**src/rtl/prime_pair_ctrl_if.sv**
```systemverilog
// Candidate/verdict handshake between the prime-pair sequencer and the prime checker.
interface prime_pair_ctrl_if #(
  parameter int unsigned WIDTH = 32
);
  logic [WIDTH-1:0] chk_candidate;
  logic             chk_ready;
  logic             chk_done;
  logic             chk_isprime;

  modport master (
    output chk_candidate,
    output chk_ready,
    input  chk_done,
    input  chk_isprime
  );

  modport slave (
    input  chk_candidate,
    input  chk_ready,
    output chk_done,
    output chk_isprime
  );
endinterface

```
**src/rtl/prime_pair_ctrl.sv**
```systemverilog
// Searches LFSR-generated odd candidates through an external prime checker until
// two distinct primes are found, or gives up on try exhaustion / checker timeout.
module prime_pair_ctrl #(
  parameter int unsigned WIDTH       = 32,
  parameter int unsigned MAX_TRIES   = 1024,
  parameter int unsigned CHK_TIMEOUT = 64
) (
  input  logic                     clk,
  input  logic                     reset,
  input  logic                     start,
  input  logic [WIDTH-1:0]         seed,
  prime_pair_ctrl_if.master        chk,
  output logic                     busy,
  output logic                     done,
  output logic                     fail,
  output logic [WIDTH-1:0]         prime_p,
  output logic [WIDTH-1:0]         prime_q,
  output logic [15:0]              tries
);

  localparam int unsigned    TW         = $clog2(CHK_TIMEOUT + 1);
  localparam logic [TW-1:0]  TMO_LAST   = TW'(CHK_TIMEOUT - 1);
  localparam logic [15:0]    MAX_T16    = 16'(MAX_TRIES);
  localparam logic [WIDTH-1:0] CAND_FORCE = {1'b1, {(WIDTH-2){1'b0}}, 1'b1};
  localparam logic [WIDTH-1:0] ONE_W      = {{(WIDTH-1){1'b0}}, 1'b1};

  typedef enum logic [2:0] {
    S_IDLE, S_GEN, S_ISSUE, S_WAIT_CHK, S_EVAL, S_DONE, S_FAIL
  } state_t;

  state_t           r_state, w_state_nxt;
  logic [WIDTH-1:0] r_lfsr, w_lfsr_nxt;
  logic [WIDTH-1:0] r_cand, w_cand_nxt;
  logic [WIDTH-1:0] r_prime_p, w_prime_p_nxt;
  logic [WIDTH-1:0] r_prime_q, w_prime_q_nxt;
  logic [15:0]      r_tries, w_tries_nxt;
  logic [TW-1:0]    r_tmo, w_tmo_nxt;
  logic             r_done_q;
  logic             r_verdict, w_verdict_nxt;
  logic             r_have_p, w_have_p_nxt;
  logic             r_busy, w_busy_nxt;
  logic             r_done, w_done_nxt;
  logic             r_fail, w_fail_nxt;

  logic [WIDTH-1:0] w_lfsr_step;
  logic             w_done_edge;

  assign w_lfsr_step = {r_lfsr[WIDTH-2:0],
                        r_lfsr[WIDTH-1] ^ r_lfsr[WIDTH-11] ^ r_lfsr[1] ^ r_lfsr[0]};
  // A level held high across the issue never looks like a fresh verdict.
  assign w_done_edge = chk.chk_done & ~r_done_q;

  always_ff @(posedge clk or posedge reset) begin
    if (reset) begin
      r_state   <= S_IDLE;
      r_lfsr    <= '0;
      r_cand    <= '0;
      r_prime_p <= '0;
      r_prime_q <= '0;
      r_tries   <= '0;
      r_tmo     <= '0;
      r_done_q  <= 1'b0;
      r_verdict <= 1'b0;
      r_have_p  <= 1'b0;
      r_busy    <= 1'b0;
      r_done    <= 1'b0;
      r_fail    <= 1'b0;
    end else begin
      r_state   <= w_state_nxt;
      r_lfsr    <= w_lfsr_nxt;
      r_cand    <= w_cand_nxt;
      r_prime_p <= w_prime_p_nxt;
      r_prime_q <= w_prime_q_nxt;
      r_tries   <= w_tries_nxt;
      r_tmo     <= w_tmo_nxt;
      r_done_q  <= chk.chk_done;
      r_verdict <= w_verdict_nxt;
      r_have_p  <= w_have_p_nxt;
      r_busy    <= w_busy_nxt;
      r_done    <= w_done_nxt;
      r_fail    <= w_fail_nxt;
    end
  end

  always_comb begin
    w_state_nxt   = r_state;
    w_lfsr_nxt    = r_lfsr;
    w_cand_nxt    = r_cand;
    w_prime_p_nxt = r_prime_p;
    w_prime_q_nxt = r_prime_q;
    w_tries_nxt   = r_tries;
    w_tmo_nxt     = r_tmo;
    w_verdict_nxt = r_verdict;
    w_have_p_nxt  = r_have_p;
    w_busy_nxt    = r_busy;
    w_done_nxt    = r_done;
    w_fail_nxt    = r_fail;

    unique case (r_state)
      S_IDLE: begin
        if (start) begin
          w_lfsr_nxt    = (seed == '0) ? ONE_W : seed;
          w_tries_nxt   = '0;
          w_done_nxt    = 1'b0;
          w_fail_nxt    = 1'b0;
          w_prime_p_nxt = '0;
          w_prime_q_nxt = '0;
          w_have_p_nxt  = 1'b0;
          w_busy_nxt    = 1'b1;
          w_state_nxt   = S_GEN;
        end
      end
      S_GEN: begin
        if (r_tries == MAX_T16) begin
          w_state_nxt = S_FAIL;
        end else begin
          w_lfsr_nxt  = w_lfsr_step;
          w_cand_nxt  = w_lfsr_step | CAND_FORCE;
          w_tries_nxt = (r_tries == 16'hFFFF) ? r_tries : r_tries + 16'd1;
          w_state_nxt = S_ISSUE;
        end
      end
      S_ISSUE: begin
        w_tmo_nxt   = '0;
        w_state_nxt = S_WAIT_CHK;
      end
      S_WAIT_CHK: begin
        w_tmo_nxt = r_tmo + 1'b1;
        if (w_done_edge) begin
          w_verdict_nxt = chk.chk_isprime;
          w_state_nxt   = S_EVAL;
        end else if (r_tmo == TMO_LAST) begin
          w_state_nxt = S_FAIL;
        end
      end
      S_EVAL: begin
        if (!r_verdict) begin
          w_state_nxt = S_GEN;
        end else if (!r_have_p) begin
          w_prime_p_nxt = r_cand;
          w_have_p_nxt  = 1'b1;
          w_state_nxt   = S_GEN;
        end else if (r_cand == r_prime_p) begin
          w_state_nxt = S_GEN;
        end else begin
          w_prime_q_nxt = r_cand;
          w_state_nxt   = S_DONE;
        end
      end
      S_DONE: begin
        w_done_nxt  = 1'b1;
        w_busy_nxt  = 1'b0;
        w_state_nxt = S_IDLE;
      end
      S_FAIL: begin
        w_fail_nxt  = 1'b1;
        w_busy_nxt  = 1'b0;
        w_state_nxt = S_IDLE;
      end
      default: w_state_nxt = S_IDLE;
    endcase
  end

  assign chk.chk_candidate = r_cand;
  assign chk.chk_ready     = (r_state == S_ISSUE);
  assign busy              = r_busy;
  assign done              = r_done;
  assign fail              = r_fail;
  assign prime_p           = r_prime_p;
  assign prime_q           = r_prime_q;
  assign tries             = r_tries;

endmodule

```
**src/flat_wrapper.sv**
```systemverilog
// flat-port wrapper written by rule: the top's interface ports become plain ports
module prime_pair_ctrl_flat 
#(
  parameter int unsigned WIDTH       = 32,
  parameter int unsigned MAX_TRIES   = 1024,
  parameter int unsigned CHK_TIMEOUT = 64
)
  (clk, reset, start, seed, busy, done, fail, prime_p, prime_q, tries, chk_chk_candidate, chk_chk_ready, chk_chk_done, chk_chk_isprime);
  prime_pair_ctrl_if #(.WIDTH(WIDTH)) chk_i ();
  input  logic clk;
  input  logic reset;
  input  logic start;
  input  logic [WIDTH-1:0] seed;
  output logic busy;
  output logic done;
  output logic fail;
  output logic [WIDTH-1:0] prime_p;
  output logic [WIDTH-1:0] prime_q;
  output logic [15:0] tries;
  output wire logic [$bits(chk_i.chk_candidate)-1:0] chk_chk_candidate;
  output wire logic [$bits(chk_i.chk_ready)-1:0] chk_chk_ready;
  input wire logic [$bits(chk_i.chk_done)-1:0] chk_chk_done;
  input wire logic [$bits(chk_i.chk_isprime)-1:0] chk_chk_isprime;
  assign chk_chk_candidate = chk_i.chk_candidate;
  assign chk_chk_ready = chk_i.chk_ready;
  assign chk_i.chk_done = chk_chk_done;
  assign chk_i.chk_isprime = chk_chk_isprime;
  prime_pair_ctrl #(.WIDTH(WIDTH), .MAX_TRIES(MAX_TRIES), .CHK_TIMEOUT(CHK_TIMEOUT)) u_core (.clk(clk), .reset(reset), .start(start), .seed(seed), .chk(chk_i), .busy(busy), .done(done), .fail(fail), .prime_p(prime_p), .prime_q(prime_q), .tries(tries));
endmodule
```
**config.mk**
```make
export PLATFORM = sky130hd
export DESIGN_NAME = prime_pair_ctrl_flat
export DESIGN_NICKNAME = d
export VERILOG_FILES = /design/src/rtl/prime_pair_ctrl_if.sv /design/src/rtl/prime_pair_ctrl.sv /design/src/flat_wrapper.sv
export SDC_FILE = /design/constraint.sdc
export NUM_CORES = 1
export LEC_CHECK = 0
export ABC_AREA = 0
export BUFFER_PORTS_ARGS = -buffer_cell sky130_fd_sc_hd__buf_2
export CAP_MARGIN = 10
export CORE_MARGIN = 8
export CORE_UTILIZATION = 55
export DETAILED_ROUTE_END_ITERATION = 7
export PLACE_DENSITY = 0.8
export SYNTH_ARGS = -nofsm -noshare
export SYNTH_HDL_FRONTEND = slang
export SYNTH_SLANG_ARGS = --single-unit
```
**constraint.sdc**
```tcl
create_clock -name clk -period 6 [get_ports clk]
set_input_delay 1.2 -clock clk [delete_from_list [all_inputs] [get_ports clk]]
set_output_delay 1.2 -clock clk [all_outputs]
set_load 0.03 [all_outputs]
```
Yosys cells after proc, flatten, opt, wreduce, memory -nomap -nowiden:

Index checks and enable logic that the tools add are counted.

* flip-flop bits (word level): 160
* bits of input ports: 37
* output and inout bits: 116
* logic and storage cells: 91

* add/sub/neg operators: 2
* equal/unequal tests: 18
* mux-type cells: 32
* bitwise operators: 6
* reductions and logical operators: 20

Operators with widths (number)
* $mux W32: 9
* $pmux W32 S2: 3
* $mux W16: 3
* $eq A32 B32 Y1: 1
* $logic_not A32 Y1: 1
* $pmux W16 S2: 1
* $mux W3: 7
* $add A16 B1 Y16 const B: 1
* $eq A16 B11 Y1 const B: 1
* $eq A16 B16 Y1 const B: 1
* $pmux W3 S5: 1
* $pmux W7 S2: 1
* $reduce_and A2 Y1: 6
* $reduce_bool A2 Y1: 6
* $ne A2 B2 Y1 const B: 5
* $eq A3 B3 Y1 const B: 3
* $pmux W1 S2: 4
* $reduce_and A4 Y1: 2
* $add A7 B1 Y7 const B: 1
* $eq A7 B6 Y1 const B: 1
* $eq A3 B2 Y1 const B: 2
* $reduce_and A3 Y1: 2
* $reduce_and A5 Y1: 1
* $ne A2 B1 Y1 const B: 2
* 8 further kinds: 13

Longest topological paths before layout:

* word-level depth: 5
* mapped depth: 10
* mapped depth without buffers: 7

Worst setup path before layout:

No wires, ideal clock.

* path type: reg-to-output
* start point: reg u_core.r_state[1]
* end point: out chk_chk_ready
* arrival: 1.205 ns
* data required time: 4.800 ns
* path slack: 3.595 ns
* stages on the path, launching flop included: 5
* buffers on the path: 2
* cell sequence: dfrtp_1 -> buf_2 -> nand2b_1 -> clkbuf_1 -> nor2_1

* word-level cells in the longest chain between the ends: 1

Ends and longest elaborated chain
* start: declaration: line prime_pair_ctrl.sv:31 `state_t r_state, w_state_nxt;`
* start signal: assignment: line prime_pair_ctrl.sv:69 `r_state <= w_state_nxt;`
* $eq A3 B2 Y1: line prime_pair_ctrl.sv:165 `assign chk.chk_ready = (r_state == S_ISSUE);`
* end: declaration: line flat_wrapper.sv:21 `output wire logic [$bits(chk_i.chk_ready)-1:0] chk_chk_ready;`

No other way between the ends.

Worst setup path after layout:

* start point: reg u_core.r_state[2]
* end point: out chk_chk_ready

Same word-level chain as after synthesis.

==> out/qor.csv <==
stage;metric;value;unit
run_status;status;complete, no violations;
logic_synthesis;yosys warns;0;
detailed_routing;Routed Antenna Nets;0;
floorplan;die area;17600;sq um
sta;relative slew slack;29.6;%
power_and_ir_drop;pwr dens;543;nW/um^2
floorplan;die width;133;um
global_route;largest net degree at the start of global routing;104;
setup_path;CP startpoint;u_core.r_state[2];
clocking;clk sinks;157;
setup_path;CP Capture Type;output port;
sta;Worst Max-Slew Pin Slew;1.06;ns
cells_and_area;fraction of layout cells with a size suffix above 1;26.3;%
power_and_ir_drop;switching share of power;41.5;%
detailed_routing;initial DRC count;340;
cells_and_area;Final Non-Filler Cells;1057;
clocking;clock buffer depth;2;
logic_synthesis;cell area after synthesis;7470;sq um
sta;Final Skew;0.00872;ns
placed_design;RePlAce Congestion;0.863;
detailed_routing;final wirelength;18900;um
sta;final worst-path cycle share;49.4;%
detailed_routing;Avg WL per Cell;17.9;um
detailed_routing;via total after detailed routing;5903;
cells_and_area;Fill cells;1056;
run;Max Cap Viol;0;
setup_path;flop2flop setup slack;3.21;ns
cells_and_area;nets;909;
global_route;vias in the first global route;5996;
cells_and_area;area of the multi-input gates;3180;sq um
detailed_routing;vias per cell;5.58;
power_and_ir_drop;P_int;2.84;mW
power_and_ir_drop;Max VDD drop;0.270;mV
power_and_ir_drop;Combinational Power Share;38.6;%
min_path;hold depth;2;
cells_and_area;Final Util;67.6;%
cells_and_area;area grow syn2layout;19.8;%
clocking;post_cts resized;0;
setup_path;Crit path arrival time;1.76;ns
clocking;clk root buf;clkbuf_16;
sta;fmax;337;MHz
setup_path;Worst R2R Path Depth;7;
clocking;CTS tree;yes;
sta;setup TNS;0;ns
power_and_ir_drop;Seq pwr share;37.3;%
sta;Final min period;2.96;ns
setup_path;FF-to-FF Start;u_core.r_state[0];
setup_path;critical path launch point type;flop;
floorplan;core box area;13200;sq um
global_route;initial antenna violation count;0;
setup_path;FF-to-FF End;u_core.tries[9];
clocking;H-tree levels;4;
setup_path;Critical Path RT;4.80;ns
logic_synthesis;register area share after synthesis;52.6;%
clocking;CTS Hold Buffers Added;0;
power_and_ir_drop;clock share of power;24.2;%
cells_and_area;ANT cells;0;
logic_synthesis;Gate Count Post-Synth;733;
min_path;Hold Path Class;reg2reg;
logic_synthesis;ys flop type;dfrtp_1;
placed_design;DP Area;8290;sq um
setup_path;Crit Path Class;reg2out;
logic_synthesis;Async S/R FF share, synth;100;%
power_and_ir_drop;Leakage;4.20;nW
clocking;cts bufs inserted;17;
clocking;Post-CTS Setup Repair Bufs;0;
power_and_ir_drop;Psw;2.02;mW
cells_and_area;post-route cell area;8950;sq um
clocking;Worst-path clk slew;0.06;ns
floorplan;die height;133;um
floorplan;Starting Density;56.4;%
placed_design;Port Buf Inserts;152;
cells_and_area;FF+latch area;3930;sq um
setup_path;Crit Path Max Fanout;15;
sta;RSZ-0062 raised after global routing;false;
sta;Final Hold Vio Count;0;
placed_design;DP HPWL;13100;um
detailed_routing;router iterations before antenna repair;6;
detailed_routing;post-route DRC violation count;0;
logic_synthesis;count of state elements after synthesis;157;
sta;final setup violation count;0;
global_route;total grt overflow;0;
logic_synthesis;Mean Syn Cell Area;10.2;sq um
global_route;first-pass GRT wire length;31600;um
global_route;GRT Util Overall;22.2;%
logic_synthesis;post-synthesis cell type count;51;
logic_synthesis;Post-synth EDFFs;0;
sta;max-slew violation count;0;
floorplan;Ports;153;
placed_design;Post-Place Cells;1025;
floorplan;std cell rows;42;
setup_path;crit path capture;chk_chk_ready;
logic_synthesis;Syn Nets;773;
clocking;clock latency at the later pin of the worst-skew pair;0.42;ns
[final cells by class]
cell class | count | share of cell area, %
Tap cell | 176 | 2.46
Clock buffer | 21 | 5.14
Timing Repair Buffer | 160 | 9.21
Sequential cell | 157 | 43.9
Multi-Input combinational cell | 496 | 35.6
Inverter | 37 | 1.61
Clock inverter | 10 | 2.10
[worst max-delay path, cell delays in order, from the launching register on]
cell and delay [ns]:
dfrtp_1 0.56, nand2b_1 0.40, nor2_1 0.16, buf_2 0.21
[worst min-delay path by stage]
stage	start	to	slack, ns
global route	u_core.r_tmo[5]	u_core.r_tmo[5]	0.51
detailed placement	u_core.r_lfsr[30]	u_core.r_lfsr[30]	0.48
CTS	u_core.r_lfsr[30]	u_core.r_lfsr[30]	0.50
floorplan	u_core.r_tmo[5]	u_core.r_tmo[5]	0.45
finish	u_core.r_lfsr[30]	u_core.r_lfsr[30]	0.49
global placement	u_core.r_lfsr[30]	u_core.r_lfsr[30]	0.47
[synth_stat cells, drive strengths merged (5+ instances only)]
cell type	count	area [sq um]
dfrtp	157	3930
o31ai	10	75.1
nand2b	5	31.3
nand4	14	87.6
or4	7	52.6
a21oi	18	93.8
and3	9	56.3
nor4	15	106
nand3	13	65.1
nand2	154	578
nor2	13	51.3
inv	37	139
mux2	31	349
buf	26	176
clkbuf	17	63.8
mux2i	64	641
xnor2	32	280
o21ai	75	375
[cell families (layout without fill, tap and decap cells)]
kind of cell	Yosys count	count (layout)	synth area share [%]
muxes	95	95	13.2
xor gates and xnor gates	34	34	3.99
adders and majority gates	3	3	0.502
DFF	157	157	52.6
buffers and inverters	80	228	5.07
AOI/OAI and AO/OA	119	119	9.19
and+or+nand+nor	245	245	15.4
[flip-flops by register name, indices dropped and copies added, names as in the netlist]
signal and flops:
u_core.prime_p 31, u_core.fail 1, u_core.prime_q 31, u_core.r_lfsr 32, u_core.busy 1, u_core.done 1
u_core.r_have_p 1, u_core.r_tmo 7, u_core.chk.chk_candidate 31, u_core.r_verdict 1, u_core.tries 16, u_core.r_done_q 1
u_core.r_state 3
[through the flow]
stage / hold WS, ns / setup WS [ns] / power, mW
CTS: 0.495 / 3.02 / 4.89
floorplan: 0.453 / 0.565 / 3.16
detailed placement: 0.482 / 3.06 / 3.70
global placement: 0.467 / 3.14 / 3.63
finish: 0.490 / 3.04 / 4.86
global route: 0.513 / 2.91 / 5.15
[power by group through the flow]
stage	Clock, mW	Combinational (mW)	Sequential [mW]
6_report	1.17	1.87	1.81
5_1_grt	1.24	2.05	1.86
4_1_cts	1.19	1.89	1.81
3_5_place_dp	0	1.88	1.82
3_3_place_gp	0	1.83	1.80
2_1_floorplan	0	1.03	2.13
[layer usage]
layer  part of all wire [%]  track usage, %  vias up
met5                      0               0        -
met4                    2.5            8.71        0
met3                    5.9            5.56       36
met2                     49            36.4      183
met1                     43            27.6     2894
li1                       -               -     2790
[placed cells by master, fill, tap and decap left out, drive strengths merged, types with 2 or more instances in the layout]
master    Yosys  routed
buf          26     160
clkbuf       17      21
nor2         13      13
or4           7       7
nand3        13      13
and3          9       9
nand2       154     154
o31ai        10      10
clkinvlp      0       2
xnor2        32      32
a21oi        18      18
bufinv        0       5
nor3b         3       3
nor4         15      15
nor3          4       4
xor2          2       2
and4          3       3
inv          37      37
clkinv        0       3
a21o          2       2
o21ai        75      75
mux2i        64      64
a22o          2       2
dfrtp       157     157
nand2b        5       5
o41ai         2       2
ha            3       3
mux2         31      31
nand4        14      14
No activity file was read; power rests on OpenSTA's default activity.
